<file path="config.mk">
export PLATFORM = sky130hd
export DESIGN_NAME = peak_frame_tx
export DESIGN_NICKNAME = d
export VERILOG_FILES = /design/src/rtl/pr3_pkg.sv /design/src/rtl/peak_bank.sv /design/src/rtl/peak_frame_tx.sv
export SDC_FILE = /design/constraint.sdc
export NUM_CORES = 1
export LEC_CHECK = 0
export CORE_MARGIN = 2
export CORE_UTILIZATION = 55
export CTS_CLUSTER_SIZE = 25
export DETAILED_ROUTE_END_ITERATION = 10
export GPL_ROUTABILITY_DRIVEN = 1
export PLACE_DENSITY = 0.76
export RECOVER_POWER = 50
export SLEW_MARGIN = 20
export SYNTH_ARGS = -nofsm -noshare
export SYNTH_HDL_FRONTEND = slang
export SYNTH_SLANG_ARGS = --single-unit
export TNS_END_PERCENT = 50
</file>
<file path="constraint.sdc">
create_clock -name clk -period 3 [get_ports clk]
set_input_delay 0.9 -clock clk [delete_from_list [all_inputs] [get_ports clk]]
set_output_delay 0.9 -clock clk [all_outputs]
set_load 0.03 [all_outputs]
</file>
<file path="src/rtl/pr3_pkg.sv">
// pr3_pkg: shared types for the peak result framer.
// FRAME_CHECKSUM_EN adds the trailing SUM byte and its FSM state.
package pr3_pkg;
  typedef struct packed {
    logic [23:0] freq;
    logic [15:0] phaseA;
    logic [15:0] phaseB;
  } peak_t;
  localparam int ENTRY_BYTES = 7;
`ifdef FRAME_CHECKSUM_EN
  localparam bit CSUM_EN = 1'b1;
  typedef enum logic [2:0] {TX_IDLE, TX_HDR, TX_CNT, TX_DATA, TX_SUM} tx_state_t;
`else
  localparam bit CSUM_EN = 1'b0;
  typedef enum logic [1:0] {TX_IDLE, TX_HDR, TX_CNT, TX_DATA} tx_state_t;
`endif
  // byte 0 is freq[23:16], byte 6 is phaseB[7:0]
  function automatic logic [7:0] peak_byte(peak_t p, logic [2:0] k);
    logic [55:0] v;
    v = p >> {3'(ENTRY_BYTES - 1) - k, 3'b000};
    return v[7:0];
  endfunction
endpackage

</file>
<file path="src/rtl/peak_bank.sv">
// peak_bank: two ping-pong banks of peak entries with per-bank count,
// commit flags and a head pointer naming the oldest committed bank.
module peak_bank import pr3_pkg::*; #(
  parameter int MAXPEAKS = 4,
  localparam int IW = (MAXPEAKS > 1) ? $clog2(MAXPEAKS) : 1,
  localparam int CW = $clog2(MAXPEAKS + 1)
) (
  input  logic          clk,
  input  logic          reset,
  input  logic          wr_en,
  input  logic          wr_bank,
  input  logic [IW-1:0] wr_idx,
  input  peak_t         wr_data,
  input  logic          commit_en,
  input  logic          commit_bank,
  input  logic [CW-1:0] commit_cnt,
  input  logic          free_en,
  input  logic [IW-1:0] rd_idx,
  output logic [1:0]    committed_o,
  output logic          head_o,
  output logic [CW-1:0] head_cnt_o,
  output peak_t         rd_data_o
);
  peak_t mem_q [2][MAXPEAKS];
  logic [CW-1:0] cnt_q [2];
  logic [1:0] committed_q, committed_d;
  logic head_q, head_d;
  always_comb begin
    committed_d = committed_q;
    if (free_en) committed_d[head_q] = 1'b0;
    if (commit_en) committed_d[commit_bank] = 1'b1;
  end
  // freeing the head always hands over to the other bank; an empty pair adopts the new commit
  assign head_d = free_en ? !head_q : (commit_en && committed_q == 2'b00) ? commit_bank : head_q;
  always_ff @(posedge clk or negedge reset)
    if (!reset) begin
      committed_q <= '0;
      head_q <= 1'b0;
      cnt_q <= '{default: '0};
    end else begin
      committed_q <= committed_d;
      head_q <= head_d;
      if (commit_en) cnt_q[commit_bank] <= commit_cnt;
    end
  always_ff @(posedge clk)
    if (wr_en) mem_q[wr_bank][wr_idx] <= wr_data;
  assign committed_o = committed_q;
  assign head_o = head_q;
  assign head_cnt_o = cnt_q[head_q];
  assign rd_data_o = mem_q[head_q][rd_idx];
endmodule

</file>
<file path="src/rtl/peak_frame_tx.sv">
// peak_frame_tx: captures peak result frames into ping-pong banks and streams them as bytes.
// Define FRAME_CHECKSUM_EN to append a two's-complement checksum byte to each frame.
module peak_frame_tx import pr3_pkg::*; #(
  parameter int MAXPEAKS = 4,
  parameter logic [7:0] HEADER = 8'hA5
) (
  input  logic        clk,
  input  logic        reset,
  input  logic        sink_valid,
  input  logic        sink_sop,
  input  logic        sink_eop,
  input  logic [23:0] sink_freq,
  input  logic [15:0] sink_phaseA,
  input  logic [15:0] sink_phaseB,
  output logic        source_valid,
  input  logic        source_ready,
  output logic [7:0]  source_data,
  output logic        source_last,
  output logic [7:0]  drop_cnt,
  output logic        busy
);
  localparam int IW = (MAXPEAKS > 1) ? $clog2(MAXPEAKS) : 1;
  localparam int CW = $clog2(MAXPEAKS + 1);
  localparam logic [2:0] LAST_BYTE = 3'(ENTRY_BYTES - 1);
  tx_state_t state_q;
  logic valid_q, last_q, open_q, bank_q;
  logic [7:0] data_q, drop_q;
`ifdef FRAME_CHECKSUM_EN
  logic [7:0] sum_q;
`endif
  logic [IW-1:0] ent_q, nxt_ent;
  logic [2:0] byt_q, nxt_byt;
  logic [CW-1:0] widx_q, idx, nidx, head_cnt;
  logic [1:0] committed, avail;
  logic head, acc, free_en, sop_go, start, act, cap_bank, wr_en, commit_en, last_data, nxt_last;
  peak_t rd_data;
  assign acc = valid_q && source_ready;
  assign free_en = acc && last_q;
  // a bank released by this cycle's final accept is already usable by a sop
  assign avail = ~committed | ({1'b0, free_en} << head);
  assign sop_go = sink_valid && sink_sop;
  assign cap_bank = open_q ? bank_q : !avail[0];
  assign start = sop_go && (open_q || avail != 2'b00);
  assign act = start || (sink_valid && open_q);
  assign idx = start ? '0 : widx_q;
  assign wr_en = act && idx < CW'(MAXPEAKS);
  assign nidx = wr_en ? idx + 1'b1 : idx;
  assign commit_en = act && sink_eop;
  assign last_data = (CW'(ent_q) + 1'b1 == head_cnt) && byt_q == LAST_BYTE;
  assign nxt_byt = (state_q == TX_DATA && byt_q != LAST_BYTE) ? byt_q + 1'b1 : '0;
  assign nxt_ent = state_q != TX_DATA ? '0 : byt_q == LAST_BYTE ? ent_q + 1'b1 : ent_q;
  assign nxt_last = !CSUM_EN && (CW'(nxt_ent) + 1'b1 == head_cnt) && nxt_byt == LAST_BYTE;
  peak_bank #(.MAXPEAKS(MAXPEAKS)) u_bank (
    .clk(clk), .reset(reset),
    .wr_en(wr_en), .wr_bank(cap_bank), .wr_idx(idx[IW-1:0]),
    .wr_data('{freq: sink_freq, phaseA: sink_phaseA, phaseB: sink_phaseB}),
    .commit_en(commit_en), .commit_bank(cap_bank), .commit_cnt(nidx),
    .free_en(free_en), .rd_idx(nxt_ent),
    .committed_o(committed), .head_o(head), .head_cnt_o(head_cnt), .rd_data_o(rd_data)
  );
  always_ff @(posedge clk or negedge reset)
    if (!reset) begin
      open_q <= 1'b0;
      bank_q <= 1'b0;
      widx_q <= '0;
      drop_q <= '0;
    end else begin
      open_q <= act ? !sink_eop : open_q;
      bank_q <= start ? cap_bank : bank_q;
      widx_q <= act ? nidx : widx_q;
      drop_q <= (sop_go && !start && drop_q != 8'hFF) ? drop_q + 1'b1 : drop_q;
    end
  always_ff @(posedge clk or negedge reset)
    if (!reset) begin
      state_q <= TX_IDLE;
      valid_q <= 1'b0;
      data_q <= '0;
      last_q <= 1'b0;
      ent_q <= '0;
      byt_q <= '0;
`ifdef FRAME_CHECKSUM_EN
      sum_q <= '0;
`endif
    end else begin
      case (state_q)
        TX_IDLE: if (committed != 2'b00 || commit_en) begin
          state_q <= TX_HDR;
          valid_q <= 1'b1;
          data_q <= HEADER;
        end
        TX_HDR: if (acc) begin
          state_q <= TX_CNT;
          data_q <= 8'(head_cnt);
        end
        TX_CNT: if (acc) begin
          state_q <= TX_DATA;
          ent_q <= '0;
          byt_q <= '0;
`ifdef FRAME_CHECKSUM_EN
          sum_q <= data_q;
`endif
          data_q <= peak_byte(rd_data, 3'd0);
          last_q <= nxt_last;
        end
        TX_DATA: if (acc) begin
          if (last_data) begin
`ifdef FRAME_CHECKSUM_EN
            state_q <= TX_SUM;
            data_q <= 8'd0 - (sum_q + data_q);
            last_q <= 1'b1;
`else
            state_q <= TX_IDLE;
            valid_q <= 1'b0;
            data_q <= '0;
            last_q <= 1'b0;
`endif
          end else begin
            ent_q <= nxt_ent;
            byt_q <= nxt_byt;
            data_q <= peak_byte(rd_data, nxt_byt);
            last_q <= nxt_last;
`ifdef FRAME_CHECKSUM_EN
            sum_q <= sum_q + data_q;
`endif
          end
        end
`ifdef FRAME_CHECKSUM_EN
        TX_SUM: if (acc) begin
          state_q <= TX_IDLE;
          valid_q <= 1'b0;
          data_q <= '0;
          last_q <= 1'b0;
        end
`endif
        default: state_q <= TX_IDLE;
      endcase
    end
  assign source_valid = valid_q;
  assign source_data = data_q;
  assign source_last = last_q;
  assign drop_cnt = drop_q;
  assign busy = committed != 2'b00 || state_q != TX_IDLE;
endmodule

</file>
==> metrics.cfg, run 1 <==
[critical_path]
r2r_start=ent_q[0]
cp-startpoint=ent_q[0]
startpoint_type=register
critPathSlowestCell=mux4_2
end_kind=register
crit_required_ns=3.46
path_cells=ha_1, and4_1, a21oi_2, inv_2, buf_4, buf_4, mux4_2, nand3_1, a31oi_1, a221oi_2
worst-setup-path-type=reg2reg
critPathMaxFanout=9
arrival_ns=3.34
slowest_delay_ns=0.57
cp_common_cell=buf_4

[sta]
timing.fmax_mhz=347
hold_slack_ns=0.417
drv_slew=0
finalHoldViolCount=0
relSlewSlack=0.294
period_needed_ns=2.88
worst_pin_slew_ns=1.06
setup_viol=0
rsz0062_at_grt=no
fin_crit_sh=0.961
worst_clock_skew_ns=0.0119

[hold_path]
min_path_type=in2async

[synth]
synth_area_um2=20000
synthDistinctLibCells=71
ys_async_sr_fraction=0.0801
synth_fp_nets=1280
ys_seq_elements=487
synth_edf_count=448
ys.flop_type=edfxtp_1
syn_inst=1202
synth_warnings=0
synth_seq_area_share=0.722
syn_area_per_cell_um2=16.6

[cells_and_area]
antenna_cells=0
ff_latch_area_um2=14400
area_growth_pct=18.5
multi_input_area_um2=5090
stdcell_area_um2=23700
nets=1462
drive_above_1_share=0.195
fillers=2319

[detailed_routing]
routed_wirelength_um=48700
antenna_left=0
drcViolationCount=0
via_per_inst=6.40
vias=12031
dr.pass1.iters=5
wire_per_inst_um=25.9
first_iter_violations=1360

[die]
die_width_um=195
die_h_um=195
core_area_um2=35700
dieArea_um2=37900
io_pins=81
rows=69
initial_core_util=0.561

[outcome]
outcome=finished clean

[placed_design]
place_congestion=0.907
dpl.hpwl_um=30600
portBuffers=80
dpl-instance-area_um2=22200

[clock_network]
clkSinkCount=487
clkTransAtPathRegs_ns=0.06
insertion_delay_ns=0.55
htree_levels=2
cts_root_buf=clkbuf_16
cts_buffers=48
cts_buffer_depth=3
cts_setup_buffers=0
cts_tree=built

[grt]
grt_pass1_vias=12144
antenna_found_initial=0
grt_max_degree=75
grt_overflow=0
grt_pass1_wl_um=73300
track_usage=0.259

[power]
power_density_nw_per_um2=831
leakagePower_uw=0.00799
peakVddDrop_uv=547

[flow_run]
drv_cap=0

## worst max-delay path: cells and delay by family, from the launching register on
family | cells | cell delay [ns]
buffers and inverters | 3 | 0.67
adder cells (fa/ha/maj) | 1 | 0.37
flip-flops | 1 | 0.43
multiplexers | 1 | 0.57
AO/OA/AOI/OAI | 3 | 0.38
AND/OR/NAND/NOR | 2 | 0.36
## power breakdown
part | switching, uW | internal (uW)
clock network | 2400 | 3210
registers | 358 | 8320
logic | 3210 | 2180
total | 5980 | 13700
## through the flow
stage	setup WS (ns)	utilization	cells	setup TNS, ns	total power [uW]
2_1_floorplan	-0.552	-	1202	-36.60	11600
3_3_place_gp	-0.165	0.623	1795	-49.81	13900
3_5_place_dp	-0.252	0.623	1795	-80.09	14100
4_1_cts	0.0235	0.664	1880	0	19700
5_1_grt	0.00486	0.664	1880	0	20400
6_report	0.118	0.664	1880	0	19700
## cells in the final DEF, fill, tap and decap left out, types with 4 or more instances in the layout
cell             instances
edfxtp_1               448
nand2_1                129
buf_4                   82
o211ai_1                63
mux2i_1                 63
dlygate4sd3_1           56
mux4_2                  54
clkbuf_16               49
nand3_1                 43
inv_1                   41
dfrtp_1                 38
buf_12                  24
clkdlybuf4s50_1         22
mux2_2                  17
nor2_1                  16
clkinv_1                16
a31oi_1                 15
ha_1                    14
o21ai_0                 13
nand4_1                 13
a21oi_1                 13
clkbuf_1                13
xnor2_1                 11
nor4_1                  11
a32oi_1                 11
and3_2                   8
nor2b_1                  6
nor3_1                   6
and2_1                   5
o31ai_1                  5
a22oi_1                  5
clkinv_2                 5
nand2b_1                 4
o2111ai_1                4
a221oi_1                 4
## timing repair
| action | CTS | global route |
|---|---|---|
| pin swaps | 0 | 3 |
| gates resized for setup | 2 | 10 |
| hold buffers | 0 | 0 |
| endpoints found under the setup margin | 3 | 8 |
## area by class of cell
class	instances	area share
clock buffer	59	0.0546
clock inverter	26	0.00713
timing repair buffer	194	0.0826
inverter	44	0.00718
sequential	487	0.609
tap	461	0.0243
multi-input combinational	609	0.215
## synth_stat cells (12+ instances only)
| library cell | number | area (um^2) |
|---|---|---|
| nor4_1 | 12 | 75.1 |
| a31oi_1 | 15 | 93.8 |
| mux2i_1 | 63 | 631 |
| o211ai_1 | 63 | 473 |
| nand3_1 | 43 | 215 |
| mux4_2 | 54 | 1220 |
| inv_1 | 42 | 158 |
| buf_2 | 23 | 115 |
| nand2_1 | 129 | 484 |
| a21oi_1 | 13 | 65.1 |
| o21ai_0 | 13 | 65.1 |
| clkbuf_1 | 19 | 71.3 |
| mux2_2 | 17 | 191 |
| ha_1 | 16 | 200 |
| nand4_1 | 13 | 81.3 |
| nor2_1 | 17 | 63.8 |
| edfxtp_1 | 448 | 13500 |
| dfrtp_1 | 39 | 976 |
## cells by family (layout without fill, tap and decap cells)
family / count (synthesis) / count (layout) / share of synthesized area
AOI/OAI and AO/OA: 186 / 186 / 0.0721
buffers and inverters: 106 / 323 / 0.0268
adders and majority gates: 16 / 16 / 0.0100
and+or+nand+nor: 258 / 258 / 0.0609
muxes: 134 / 134 / 0.102
DFF: 487 / 487 / 0.722
xor gates and xnor gates: 15 / 15 / 0.00657
## state kept, by name, summed over array words and instances, names as in the netlist
name and flops:
bank_q 1, byt_q 3, drop_cnt 8, ent_q 2, open_q 1, source_data 8
source_last 1, source_valid 1, state_q 2, u_bank.cnt_q 6, u_bank.committed_o 2, u_bank.head_o 1
u_bank.mem_q 448, widx_q 3
## metal layers
metal / share of wire / track usage / up-vias / wire, um
met1: 0.40 / 0.362 / 6052 / 19300
met5: 0 / 0 / - / 0
met3: 0.093 / 0.0515 / 108 / 4540
li1: - / - / 5153 / -
met2: 0.48 / 0.411 / 718 / 23300
met4: 0.033 / 0.0920 / 0 / 1630
## worst paths after layout
kind,endpoint,slack (ns),cells past startpoint
max,source_data[2],0.12,10
min,u_bank.committed_o[0],0.42,1
max reg2reg,source_data[2],0.12,10
min reg2reg,drop_cnt[6],0.50,1
max in group asynchronous,u_bank.head_o,1.03,2
min in group clk,drop_cnt[6],0.50,1
Note: power is estimated with default switching activity, not from simulation.
==> run 2: changes to the inputs <==
CAP_MARGIN = 20   (was unset)
==> results of run 2 <==
Final layout, timing and power as in run 1 (identical DEF).
